**config.mk**
```make
export PLATFORM = sky130hd
export DESIGN_NAME = sr_pulse_driver_flat
export DESIGN_NICKNAME = d
export VERILOG_FILES = /design/src/rtl/sr_drv_pkg.sv /design/src/rtl/sr_pulse_driver_if.sv /design/src/rtl/sr_debounce_ch.sv /design/src/rtl/sr_pulse_driver.sv /design/src/flat_wrapper.sv
export SDC_FILE = /design/constraint.sdc
export NUM_CORES = 1
export LEC_CHECK = 0
export BUFFER_PORTS_ARGS = -buffer_cell sky130_fd_sc_hd__buf_2
export CAP_MARGIN = 5
export CORE_MARGIN = 2
export CORE_UTILIZATION = 40
export CTS_CLUSTER_SIZE = 30
export DETAILED_ROUTE_END_ITERATION = 8
export SYNTH_ARGS = -nofsm -noshare
export SYNTH_HDL_FRONTEND = slang
export SYNTH_SLANG_ARGS = --single-unit
export TNS_END_PERCENT = 100
```
**constraint.sdc**
```tcl
create_clock -name clk -period 2.15 [get_ports clk]
set_input_delay 0.215 -clock clk [delete_from_list [all_inputs] [get_ports clk]]
set_output_delay 0.215 -clock clk [all_outputs]
set_load 0.02 [all_outputs]
```
**src/rtl/sr_drv_pkg.sv**
```systemverilog
// Shared types and default parameters for the SR latch pulse driver.
package sr_drv_pkg;

  localparam int unsigned DB_CYCLES_DEF = 4;
  localparam int unsigned DB_CNT_W_DEF  = 8;
  localparam int unsigned PULSE_W_DEF   = 2;
  localparam int unsigned GAP_W_DEF     = 1;

  typedef enum logic [1:0] {
    IDLE    = 2'd0,
    PULSE_S = 2'd1,
    PULSE_R = 2'd2,
    GAP     = 2'd3
  } state_t;

  typedef enum logic [1:0] {
    REQ_NONE  = 2'd0,
    REQ_SET   = 2'd1,
    REQ_RESET = 2'd2
  } req_t;

endpackage

```
**src/rtl/sr_pulse_driver_if.sv**
```systemverilog
// Latch-side bus: S/R drive toward the NOR latch and its Q fed back.
interface sr_pulse_driver_if;

  logic s_out;
  logic r_out;
  logic q_fb;

  modport master (output s_out, output r_out, input q_fb);
  modport slave  (input s_out, input r_out, output q_fb);

endinterface

```
**src/rtl/sr_debounce_ch.sv**
```systemverilog
// One request channel: 2-flop synchroniser, stability counter, rising-edge detect.
module sr_debounce_ch
  import sr_drv_pkg::*;
#(
  parameter int unsigned DB_CYCLES = DB_CYCLES_DEF,
  parameter int unsigned DB_CNT_W  = DB_CNT_W_DEF
) (
  input  logic clk,
  input  logic rst,
  input  logic raw,
  output logic rise_c
);

  localparam logic [DB_CNT_W-1:0] CNT_LAST = DB_CNT_W'(DB_CYCLES - 1);

  logic                sync1;
  logic                sync2;
  logic                level;
  logic                level_d;
  logic [DB_CNT_W-1:0] cnt;

  // Level flips on the DB_CYCLES-th consecutive cycle that disagrees with it.
  always_ff @(posedge clk) begin
    if (rst) begin
      sync1   <= 1'b0;
      sync2   <= 1'b0;
      level   <= 1'b0;
      level_d <= 1'b0;
      cnt     <= '0;
    end else begin
      sync1   <= raw;
      sync2   <= sync1;
      level_d <= level;
      if (sync2 == level) begin
        cnt <= '0;
      end else if (cnt == CNT_LAST) begin
        level <= ~level;
        cnt   <= '0;
      end else begin
        cnt <= cnt + DB_CNT_W'(1);
      end
    end
  end

  assign rise_c = level & ~level_d;

endmodule

```
**src/rtl/sr_pulse_driver.sv**
```systemverilog
// Turns debounced set/reset requests into non-overlapping S/R pulses for a NOR
// SR latch, tracks the expected Q and flags a sticky fault on Q mismatch.
module sr_pulse_driver
  import sr_drv_pkg::*;
#(
  parameter int unsigned DB_CYCLES = DB_CYCLES_DEF,
  parameter int unsigned DB_CNT_W  = DB_CNT_W_DEF,
  parameter int unsigned PULSE_W   = PULSE_W_DEF,
  parameter int unsigned GAP_W     = GAP_W_DEF
) (
  input  logic                      clk,
  input  logic                      rst,
  input  logic                      set_raw,
  input  logic                      reset_raw,
  sr_pulse_driver_if.master         latch,
  output logic                      busy,
  output logic                      conflict,
  output logic                      q_model,
  output logic                      fault
);

  localparam int unsigned WMAX   = (PULSE_W > GAP_W) ? PULSE_W : GAP_W;
  localparam int unsigned WCNT_W = $clog2(WMAX + 1);
  localparam logic [WCNT_W-1:0] PULSE_LAST = WCNT_W'(PULSE_W - 1);
  localparam logic [WCNT_W-1:0] GAP_LAST   = WCNT_W'(GAP_W - 1);

  logic set_req;
  logic reset_req;

  sr_debounce_ch #(.DB_CYCLES(DB_CYCLES), .DB_CNT_W(DB_CNT_W)) u_set_ch (
    .clk    (clk),
    .rst    (rst),
    .raw    (set_raw),
    .rise_c (set_req)
  );

  sr_debounce_ch #(.DB_CYCLES(DB_CYCLES), .DB_CNT_W(DB_CNT_W)) u_reset_ch (
    .clk    (clk),
    .rst    (rst),
    .raw    (reset_raw),
    .rise_c (reset_req)
  );

  state_t              state, state_n;
  logic [WCNT_W-1:0]   wcnt, wcnt_n;
  req_t                pending, pending_n;
  logic                active_set, active_set_n;
  logic                valid, valid_n;
  logic                q_model_n;
  logic                fault_n;
  logic                conflict_n;
  logic                start_s;
  logic                start_r;
  logic                s_q;
  logic                r_q;

  // Next-state, pending and model/fault update.
  always_comb begin
    state_n      = state;
    wcnt_n       = wcnt;
    pending_n    = pending;
    active_set_n = active_set;
    valid_n      = valid;
    q_model_n    = q_model;
    fault_n      = fault;
    conflict_n   = set_req & reset_req;
    start_s      = 1'b0;
    start_r      = 1'b0;

    case (state)
      IDLE: begin
        if (set_req && !reset_req) begin
          start_s = 1'b1;
        end else if (reset_req && !set_req) begin
          start_r = 1'b1;
        end else if (!set_req && !reset_req) begin
          start_s = (pending == REQ_SET);
          start_r = (pending == REQ_RESET);
        end
        if (start_s || start_r) begin
          state_n      = start_s ? PULSE_S : PULSE_R;
          wcnt_n       = '0;
          active_set_n = start_s;
          pending_n    = REQ_NONE;
        end
        // Only reached a full GAP after the pulse, so Q has had time to settle.
        if (valid && (latch.q_fb != q_model)) begin
          fault_n = 1'b1;
        end
      end
      PULSE_S, PULSE_R: begin
        if (wcnt == PULSE_LAST) begin
          state_n   = GAP;
          wcnt_n    = '0;
          q_model_n = (state == PULSE_S);
          valid_n   = 1'b1;
        end else begin
          wcnt_n = wcnt + WCNT_W'(1);
        end
      end
      GAP: begin
        if (wcnt == GAP_LAST) begin
          state_n = IDLE;
          wcnt_n  = '0;
        end else begin
          wcnt_n = wcnt + WCNT_W'(1);
        end
      end
      default: state_n = IDLE;
    endcase

    // While busy, only the request opposite to the current pulse is kept.
    if ((state != IDLE) && (set_req != reset_req)) begin
      if (set_req && !active_set) begin
        pending_n = REQ_SET;
      end
      if (reset_req && active_set) begin
        pending_n = REQ_RESET;
      end
    end
  end

  always_ff @(posedge clk) begin
    if (rst) begin
      state      <= IDLE;
      wcnt       <= '0;
      pending    <= REQ_NONE;
      active_set <= 1'b0;
      valid      <= 1'b0;
      q_model    <= 1'b0;
      fault      <= 1'b0;
      conflict   <= 1'b0;
      busy       <= 1'b0;
      s_q        <= 1'b0;
      r_q        <= 1'b0;
    end else begin
      state      <= state_n;
      wcnt       <= wcnt_n;
      pending    <= pending_n;
      active_set <= active_set_n;
      valid      <= valid_n;
      q_model    <= q_model_n;
      fault      <= fault_n;
      conflict   <= conflict_n;
      busy       <= (state_n != IDLE);
      s_q        <= (state_n == PULSE_S);
      r_q        <= (state_n == PULSE_R);
    end
  end

  assign latch.s_out = s_q;
  assign latch.r_out = r_q;

endmodule

```
**src/flat_wrapper.sv**
```systemverilog
// flat-port wrapper written by rule: the top's interface ports become plain ports
module sr_pulse_driver_flat import sr_drv_pkg::*;
#(
  parameter int unsigned DB_CYCLES = DB_CYCLES_DEF,
  parameter int unsigned DB_CNT_W  = DB_CNT_W_DEF,
  parameter int unsigned PULSE_W   = PULSE_W_DEF,
  parameter int unsigned GAP_W     = GAP_W_DEF
)
  (clk, rst, set_raw, reset_raw, busy, conflict, q_model, fault, latch_s_out, latch_r_out, latch_q_fb);
  sr_pulse_driver_if latch_i ();
  input  logic clk;
  input  logic rst;
  input  logic set_raw;
  input  logic reset_raw;
  output logic busy;
  output logic conflict;
  output logic q_model;
  output logic fault;
  output wire logic [$bits(latch_i.s_out)-1:0] latch_s_out;
  output wire logic [$bits(latch_i.r_out)-1:0] latch_r_out;
  input wire logic [$bits(latch_i.q_fb)-1:0] latch_q_fb;
  assign latch_s_out = latch_i.s_out;
  assign latch_r_out = latch_i.r_out;
  assign latch_i.q_fb = latch_q_fb;
  sr_pulse_driver #(.DB_CYCLES(DB_CYCLES), .DB_CNT_W(DB_CNT_W), .PULSE_W(PULSE_W), .GAP_W(GAP_W)) u_core (.clk(clk), .rst(rst), .set_raw(set_raw), .reset_raw(reset_raw), .latch(latch_i), .busy(busy), .conflict(conflict), .q_model(q_model), .fault(fault));
endmodule
```
==> out/qor.yml, run 1 <==
yosys:
  netlist.area_leader.share: 0.457
  yosysSeqAreaShare: 0.457
  syn_nets: 193
  synth-seq-cells: 38
  synth_commonest_cells: "dfxtp_1, nor2_1, nand3_1"
  postSynthCellCount: 176
  syn_avg_cell_area_um2: 9.46
  synth-main-ff-cell: "dfxtp_1"
  synth_edf_count: 0
  synthTopCellsByArea: "dfxtp_1, ha_1, nor2_1"
  synth.yosys.warnings: 0
  syn_area_um2: 1660
  yosys.area.top_type: "dfxtp_1"
  synthMostInstantiatedCell: "dfxtp_1"
  async_reset_ff_frac: 0
  synth_cell_types: 33
run:
  maxCapViolCount: 0
setup_path:
  r2r-start: "u_core.u_reset_ch.level"
  cp.arrival_ns: 2.03
  endpoint_kind: "register"
  start_kind: "register"
  slowest_delay_ns: 0.38
  worstPathRequired_ns: 2.36
  cp_slowest_cell: "dfxtp_1"
  path_buf_inv: 1
  path_cells: "nand2b_1 -> inv_1 -> ha_1 -> and4bb_1 -> o21ai_2 -> o31a_1 -> nor3b_2"
  crit_start: "u_core.u_reset_ch.level"
  critical-path-top-delay-family: "simple AND/OR/NAND/NOR gates"
  critPathMaxFanout: 5
  crit_type: "register to register"
sta:
  fin_tns_setup_ns: 0
  hold_viol: 0
  grt_setup_unrepaired: "no"
  finalCritPeriodShare: 0.847
  setup_ws_ns: 0.329
  fmax_ghz: 0.549
  setup_viol_count_final: 0
  fin_skew_ns: 0.00634
  finalCriticalPeriod_ns: 1.82
  worst_pin_slew_ns: 0.423
  final-max-slew-violation-count: 0
  relSlewSlack: 0.718
die:
  start_util: 0.416
  die_w_um: 68.5
  row_count: 23
  dieArea_um2: 4690
  core_um2: 4000
  ios: 11
  die_h_um: 68.5
clocking:
  post_cts_buffers: 0
  cts_root_buffer: "clkbuf_8"
  clockBufferDepth: 2
  hold_buffers: 0
  clk_latency_ns: 0.28
  cts_resized: 0
  cts-htree-levels: 2
  tritoncts: "done"
  cts.sinks: 38
  clk_pin_slew_worst_paths_ns: 0.07
  numCtsBuffers: 5
worst_hold_path:
  hold_class: "primary input to register"
  worstHoldStart: "reset_raw"
global_route:
  grt_pass1_vias: 1143
  gr-total-overflow: 0
  gr-usage-all-layers: 0.142
  antenna_found_initial: 0
  grt_max_degree: 25
  grt_pass1_wl_mm: 4.98
final_layout:
  drive_gt1_frac: 0.126
  layout.nets: 208
  design_area_um2: 1850
  post-route-util: 0.463
  syn_to_final_growth_pct: 11.2
  num_antenna_cells: 0
  fill_cells: 377
drt:
  ant_nets: 0
  wl_per_cell_um: 11.6
  wl_mm: 2.79
  drc: 0
  firstDrtPassIters: 4
  via_per_inst: 5.02
  vias: 1211
  drt_iter0_drc: 66
placed_design:
  place_ws_ns: 0.337
  io_buffers: 10
  gp_congestion: 0.763
  place_area_um2: 1770
  hpwl_mm: 1.99
pwr:
  p_per_area_nw_per_um2: 632
  p_leak_uw: 0.000737
  vdd_drop_max_mv: 0.471
outcome:
  status: "completed"
-- area by class of cell --
class	instances	area, um^2	area share
Timing Repair Buffer	11	57.6	0.0311
Inverter	6	22.5	0.0122
Tap cell	50	62.6	0.0338
Multi-Input combinational cell	129	868	0.469
Clock inverter	2	10.0	0.00541
Sequential cell	38	761	0.411
Clock buffer	5	68.8	0.0372
-- flip-flops by register name, summed over array words and instances, names as in the netlist --
register / flops
u_core.wcnt: 2
u_core.pending: 2
u_core.latch.r_out: 1
u_core.u_set_ch.sync2: 1
u_core.busy: 1
u_core.latch.s_out: 1
u_core.conflict: 1
u_core.q_model: 1
u_core.u_set_ch.level_d: 1
u_core.u_reset_ch.sync2: 1
u_core.u_reset_ch.level: 1
u_core.u_set_ch.level: 1
u_core.state: 2
u_core.active_set: 1
u_core.u_reset_ch.sync1: 1
u_core.fault: 1
u_core.u_set_ch.cnt: 8
u_core.u_set_ch.sync1: 1
u_core.u_reset_ch.level_d: 1
u_core.valid: 1
u_core.u_reset_ch.cnt: 8
-- layout by cell type (no fill, tap or decap), drive strengths merged, types with 4 or more instances in the layout --
| cell type | instances |
|---|---|
| nor2b | 9 |
| xor2 | 11 |
| xnor2 | 4 |
| nand2 | 6 |
| ha | 12 |
| inv | 6 |
| dfxtp | 38 |
| clkbuf | 5 |
| buf | 11 |
| nand3 | 15 |
| a21oi | 8 |
| and3 | 6 |
| nor2 | 31 |
-- power breakdown --
group	switching, uW	total (uW)	internal [uW]
clock	222	439	217
sequential	2.73	711	708
combinational	12.0	19.1	7.08
-- path summary, 6_finish.rpt --
path | cells after the start | slack, ns | to
max | 7 | 0.33 | u_core.latch.r_out
max reg2reg | 7 | 0.33 | u_core.latch.r_out
min | 2 | 0.14 | u_core.u_reset_ch.sync1
min reg2reg | 1 | 0.44 | u_core.u_reset_ch.sync2
-- stage by stage --
stage	cells	hold WS, ns	power (uW)
final	241	0.144	1170
after global routing	241	0.152	1230
after CTS	241	0.140	1190
after detailed placement	234	0.434	746
after global placement	234	0.423	746
after floorplan	176	0.287	739
-- per-layer routing --
| layer | global-route usage | vias up | share of wire |
|---|---|---|---|
| met3 | 0.0390 | 5 | 0.033 |
| li1 | - | 628 | - |
| met5 | 0 | - | 0 |
| met1 | 0.180 | 558 | 0.50 |
| met4 | 0.0675 | 0 | 0.016 |
| met2 | 0.222 | 20 | 0.45 |
-- kinds of logic (layout without fill, tap and decap cells) --
| group | count (synthesis) | in the layout | share of synthesized area |
|---|---|---|---|
| xor+xnor | 15 | 15 | 0.0789 |
| fa+ha+maj | 12 | 12 | 0.0902 |
| simple gates | 81 | 81 | 0.259 |
| compound gates | 19 | 19 | 0.0820 |
| buf+inv | 9 | 24 | 0.0211 |
| mux | 2 | 2 | 0.0120 |
| flops | 38 | 38 | 0.457 |
Note: power is estimated with default switching activity, not from simulation.
==> run 2: changes to the inputs <==
==> constraint.sdc (replaced) <==
create_clock -name clk -period 1.75 [get_ports clk]
set_input_delay 0.175 -clock clk [delete_from_list [all_inputs] [get_ports clk]]
set_output_delay 0.175 -clock clk [all_outputs]
set_load 0.02 [all_outputs]
==> run 2 against run 1 <==
Against the previous run:
- highest routed layer unchanged
- cell count rose by 4.6%
- total power is 29% higher
- register-to-register slack got worse by 0.27 ns
- first-iteration DRC count down 32%
- flip-flop and latch count unchanged
- setup slack lost 0.27 ns
- combinational power grew 32%
==> out/qor.yml, run 2 (synthesized netlist as in run 1, its figures left out) <==
global_route:
  grt_pass1_wl_mm: 5.09  # +2.2%
  gr-total-overflow: 0  # unchanged
  grt_max_degree: 15  # -40%
  grt_pass1_vias: 1197  # +4.7%
  antenna_found_initial: 0  # unchanged
  gr-usage-all-layers: 0.146  # +0.00422
drt:
  drt_iter0_drc: 45  # -32%
  wl_mm: 2.92  # +4.9%
  wl_per_cell_um: 11.6  # +0.30%
  firstDrtPassIters: 4  # unchanged
  ant_nets: 0  # unchanged
  vias: 1232  # +1.7%
  drc: 0  # unchanged
  via_per_inst: 4.89  # -2.7%
final_layout:
  multi_input_area_um2: 892  # +2.7%
  drive_gt1_frac: 0.198  # +0.0724
  layout_common_cells: "dfxtp_1, nor2_1, nand3_1, xor2_1, buf_4"
  reg_top3: "u_core.u_reset_ch.cnt (8), u_core.u_set_ch.cnt (8)"
  instances_no_fill: 252  # +4.6%
  layout.nets: 218  # +4.8%
  num_antenna_cells: 0  # unchanged
  syn_to_final_growth_pct: 17.9
  seq_area_um2: 761  # unchanged
  fill_cells: 367  # -2.7%
  final_common_cell: "dfxtp_1"
outcome:
  status: "completed"
die:
  ios: 11  # unchanged
  start_util: 0.416  # unchanged
  die_h_um: 68.5  # unchanged
  die_w_um: 68.5  # unchanged
  core_um2: 4000  # unchanged
  dieArea_um2: 4690  # unchanged
  row_count: 23  # unchanged
setup_path:
  path_buf_inv: 1  # unchanged
  endpoint_kind: "register"
  cp_slowest_cell: "or4_1"
  critical-path-top-delay-family: "simple AND/OR/NAND/NOR gates"
  worstPathRequired_ns: 1.92  # -0.44 ns
  slowest_delay_ns: 0.51  # +0.13 ns
  rrSetupSlack_ns: 0.06  # -0.27 ns
  r2r-start: "u_core.u_set_ch.level_d"
  worstReg2RegEnd: "u_core.pending[1]"
  critPathMaxFanout: 4  # -1
  cp.arrival_ns: 1.86  # -0.17 ns
  crit_type: "register to register"
  path_cells: "nand2b_2 -> inv_1 -> ha_1 -> or4_1 -> nand4_1 -> a21oi_2"
  start_kind: "register"
  reg2regPathDepth: 6  # -1
worst_hold_path:
  hold_path_end: "u_core.u_set_ch.sync1"
  min_path_cells: 2  # unchanged
  worstHoldStart: "set_raw"
  hold_class: "primary input to register"
sta:
  grt_setup_unrepaired: "yes"
  setup_ws_ns: 0.0612  # -0.268 ns
  setup_viol_count_final: 0  # unchanged
  relSlewSlack: 0.755  # +0.0370
  fmax_ghz: 0.592  # +7.8%
  fin_skew_ns: 0.00808  # +0.00174 ns
  hold_slack_ns: 0.0922  # -0.0517 ns
  finalCritPeriodShare: 0.965  # +0.118
  final-max-slew-violation-count: 0  # unchanged
  fin_tns_setup_ns: 0  # unchanged
  finalCriticalPeriod_ns: 1.69  # -0.132 ns
  hold_viol: 0  # unchanged
  worst_pin_slew_ns: 0.363  # -0.0594 ns
clocking:
  tritoncts: "done"
  cts.sinks: 38  # unchanged
  cts-htree-levels: 2  # unchanged
  numCtsBuffers: 5  # unchanged
  clk_pin_slew_worst_paths_ns: 0.07  # about the same
  cts_root_buffer: "clkbuf_8"
  clockBufferDepth: 2  # unchanged
  clk_latency_ns: 0.29  # about the same
pwr:
  vdd_drop_max_mv: 0.650  # +38%
  p_leak_uw: 0.000790  # +7.3%
  p_per_area_nw_per_um2: 770  # +22%
placed_design:
  hpwl_mm: 2.12  # +6.7%
  io_buffers: 10  # unchanged
  place_ws_ns: 0.0395  # -0.297 ns
  gp_congestion: 0.796  # +4.2%
  dp.cells: 244  # +4.3%
run:
  maxCapViolCount: 0  # unchanged
==> run 2: layout make-up <==
class	count	share of cell area
Timing Repair Buffer	21	0.0676
Tap cell	50	0.0319
Clock buffer	7	0.0440
Multi-Input combinational cell	129	0.455
Sequential cell	38	0.388
Inverter	6	0.0115
Clock inverter	1	0.00255
==> run 2: worst max path at each step <==
| stage | start | endpoint | slack [ns] | cells after the start |
|---|---|---|---|---|
| 3_5_place_dp | u_core.u_set_ch.level_d | u_core.latch.s_out | 0.04 | 6 |
| 2_1_floorplan | u_core.u_set_ch.level | u_core.latch.s_out | 0.13 | 6 |
| 5_1_grt | u_core.u_set_ch.level_d | u_core.pending[1] | -0.002 | 6 |
| 4_1_cts | u_core.u_set_ch.level_d | u_core.latch.s_out | 0.04 | 6 |
| 3_3_place_gp | u_core.u_reset_ch.level_d | u_core.latch.r_out | 0.1 | 7 |
| 6_report | u_core.u_set_ch.level_d | u_core.pending[1] | 0.06 | 6 |
==> run 2: power breakdown <==
group          switching (uW)  internal [uW]  leakage, uW  total [uW]
clock                     295            318    0.0000482         612
sequential               3.13            870     0.000307         873
combinational            15.1           10.2     0.000435        25.3
==> run 2: per-layer routing <==
layer | global-route usage | vias to the layer above | wire [um]
li1 | - | 648 | -
met1 | 0.178 | 563 | 1420
met2 | 0.234 | 16 | 1350
met3 | 0.0503 | 5 | 111
met4 | 0.0600 | 0 | 45
met5 | 0 | - | 0
==> run 2: metrics by stage <==
step	power [uW]	area (um^2)	utilization
3_3_place_gp	918	1850	0.462
6_report	1510	1960	0.490
5_1_grt	1570	1960	0.490
4_1_cts	1530	1940	0.485
2_1_floorplan	908	1660	-
3_5_place_dp	918	1850	0.462
==> run 2: timing repair <==
item	CTS	global route
buffers inserted	0	0
gates resized for setup	0	7
hold buffers	0	0
setup endpoints to repair	0	6
==> run 2: worst register-to-register path, delay by kind of cell (launching register included) <==
| family | cells | cell delay, ns |
|---|---|---|
| DFF | 1 | 0.29 |
| and+or+nand+nor | 3 | 0.88 |
| buffers and inverters | 1 | 0.10 |
| adders and majority gates | 1 | 0.24 |
| AOI/OAI and AO/OA | 1 | 0.06 |
==> run 3: changes to the inputs <==
--- a/config.mk
+++ b/config.mk
@@ -11,6 +11,7 @@
 export CORE_UTILIZATION = 40
 export CTS_CLUSTER_SIZE = 30
 export DETAILED_ROUTE_END_ITERATION = 8
+export MAX_ROUTING_LAYER = met4
 export SYNTH_ARGS = -nofsm -noshare
 export SYNTH_HDL_FRONTEND = slang
 export SYNTH_SLANG_ARGS = --single-unit
==> constraint.sdc (replaced) <==
create_clock -name clk -period 2 [get_ports clk]
set_input_delay 0.2 -clock clk [delete_from_list [all_inputs] [get_ports clk]]
set_output_delay 0.2 -clock clk [all_outputs]
set_load 0.02 [all_outputs]
==> run 3 against run 2 <==
Against the previous run:
- global-route usage hardly changed
- critical path depth grew 1
- largest cell class unchanged
- flip-flop and latch count did not move
- critical path type unchanged
==> out/qor.yml, run 3 (synthesized netlist as in run 1, its figures left out) <==
pwr:
  total_power_uw: 1260  # -17%
  seq_power_share: 0.608  # +0.030
  p_leak_uw: 0.000737  # -6.8%
  vdd_drop_max_mv: 0.508  # -22%
  intPower_uw: 1000  # -16%
  p_per_area_nw_per_um2: 679  # -12%
  combPwrFrac: 0.016  # about the same
  p_sw_uw: 255  # -19%
  power_frac_clock: 0.376  # -0.029
  sw_frac_of_total: 0.203  # -0.00455
run:
  maxCapViolCount: 0  # unchanged
final_layout:
  fill_cells: 377  # +2.7%
  drive_gt1_frac: 0.126  # -0.0724
  post-route-util: 0.463  # -0.0278
  final_common_cell: "dfxtp_1"
  layout.nets: 208  # -4.6%
  num_antenna_cells: 0  # unchanged
  reg_top3: "u_core.u_reset_ch.cnt (8), u_core.u_set_ch.cnt (8)"
  instances_no_fill: 241  # -4.4%
  syn_to_final_growth_pct: 11.2
  layout_common_cells: "dfxtp_1, nor2_1, nand3_1, ha_1, xor2_1"
  design_area_um2: 1850  # -5.7%
die:
  core_um2: 4000  # unchanged
  ios: 11  # unchanged
  die_h_um: 68.5  # unchanged
  row_count: 23  # unchanged
  dieArea_um2: 4690  # unchanged
  start_util: 0.416  # unchanged
  die_w_um: 68.5  # unchanged
placed_design:
  hpwl_mm: 1.99  # -6.3%
  gp_congestion: 0.773  # -2.8%
  io_buffers: 10  # unchanged
  dp.cells: 234  # -4.1%
  place_area_um2: 1770  # -4.1%
global_route:
  grt_max_degree: 25  # +10
  antenna_found_initial: 0  # unchanged
  gr-total-overflow: 0  # unchanged
  grt_pass1_vias: 1145  # -4.3%
  gr-usage-all-layers: 0.146  # -0.000211
  grt_pass1_wl_mm: 4.99  # -2.0%
sta:
  grt_setup_unrepaired: "no"
  finalCriticalPeriod_ns: 1.82  # +0.129 ns
  worst_pin_slew_ns: 0.423  # +0.0593 ns
  final-max-slew-violation-count: 0  # unchanged
  hold_viol: 0  # unchanged
  fmax_ghz: 0.550  # -7.1%
  fin_skew_ns: 0.00630  # -0.00178 ns
  relSlewSlack: 0.718  # -0.0370
  fin_tns_setup_ns: 0  # unchanged
  setup_viol_count_final: 0  # unchanged
  finalCritPeriodShare: 0.909  # -0.0562
setup_path:
  crit_cells: 7  # +1
  crit_start: "u_core.u_reset_ch.level"
  crit_type: "register to register"
  crit_path_end: "u_core.latch.r_out"
  start_kind: "register"
  path_cells: "nand2b_1 -> inv_1 -> ha_1 -> and4bb_1 -> o21ai_2 -> o31a_1 -> nor3b_2"
  worstReg2RegEnd: "u_core.latch.r_out"
  r2r-start: "u_core.u_reset_ch.level"
  cp_slowest_cell: "dfxtp_1"
  slowest_delay_ns: 0.38  # -0.13 ns
  rrSetupSlack_ns: 0.18  # +0.12 ns
  critical-path-top-delay-family: "simple AND/OR/NAND/NOR gates"
  cp.arrival_ns: 2.03  # +0.17 ns
  worstPathRequired_ns: 2.21  # +0.29 ns
  critPathMaxFanout: 5  # +1
  reg2regPathDepth: 7  # +1
  endpoint_kind: "register"
  path_buf_inv: 1  # unchanged
clocking:
  cts.sinks: 38  # unchanged
  clk_pin_slew_worst_paths_ns: 0.07  # about the same
  cts_root_buffer: "clkbuf_8"
  post_cts_buffers: 0  # unchanged
  clk_latency_ns: 0.28  # about the same
  numCtsBuffers: 5  # unchanged
  tritoncts: "done"
  cts-htree-levels: 2  # unchanged
  cts_resized: 0  # unchanged
  clockBufferDepth: 2  # unchanged
  hold_buffers: 0  # unchanged
worst_hold_path:
  min_path_cells: 2  # unchanged
  hold_class: "primary input to register"
drt:
  drc: 0  # unchanged
  vias: 1218  # -1.1%
  via_per_inst: 5.05  # +3.4%
  firstDrtPassIters: 4  # unchanged
  wl_per_cell_um: 11.6  # -0.27%
  wl_mm: 2.79  # -4.6%
  drt_iter0_drc: 59  # +31%
  ant_nets: 0  # unchanged
outcome:
  status: "completed"
run 3: per-stage QoR:
| step | hold slack (ns) | worst slack (ns) |
|---|---|---|
| finish | 0.128 | 0.182 |
| detailed placement | 0.419 | 0.187 |
| global route | 0.137 | 0.0319 |
| floorplan | 0.272 | 0.381 |
| global placement | 0.419 | 0.277 |
| CTS | 0.125 | 0.178 |
run 3: metal layers:
layer	track usage	wire, um	vias to the layer above	part of all wire
li1	-	-	628	-
met1	0.180	1410	563	0.51
met2	0.222	1240	22	0.44
met3	0.0390	92	5	0.033
met4	0.0675	46	0	0.016
met5	-	0	-	0
run 3: worst min-delay path by stage:
stage / end / start
5_1_grt: u_core.u_reset_ch.sync1 / reset_raw
6_report: u_core.u_reset_ch.sync1 / reset_raw
3_3_place_gp: u_core.u_set_ch.sync1 / set_raw
4_1_cts: u_core.u_reset_ch.sync1 / reset_raw
3_5_place_dp: u_core.u_reset_ch.sync1 / reset_raw
2_1_floorplan: u_core.u_set_ch.level_d / rst
run 3: layout make-up:
class	count	area [um^2]	share of cell area
multi-input combinational	129	868	0.469
sequential	38	761	0.411
clock buffer	5	68.8	0.0372
tap	50	62.6	0.0338
timing repair buffer	11	57.6	0.0311
inverter	6	22.5	0.0122
clock inverter	2	10.0	0.00541
run 3: worst reg2reg max path: cells and delay by family (launching register included):
kind | cells | cell delay, ns
simple gates | 3 | 0.56
compound gates | 2 | 0.46
flops | 1 | 0.38
fa+ha+maj | 1 | 0.24
buf+inv | 1 | 0.11
run 3: power by group through the flow:
stage	combinational, uW	clock, uW	sequential [uW]
5_1_grt	23.3	532	764
6_report	20.5	472	764
2_1_floorplan	13.4	0	781
3_5_place_dp	20.6	0	782
3_3_place_gp	20.2	0	781
4_1_cts	21.0	493	764
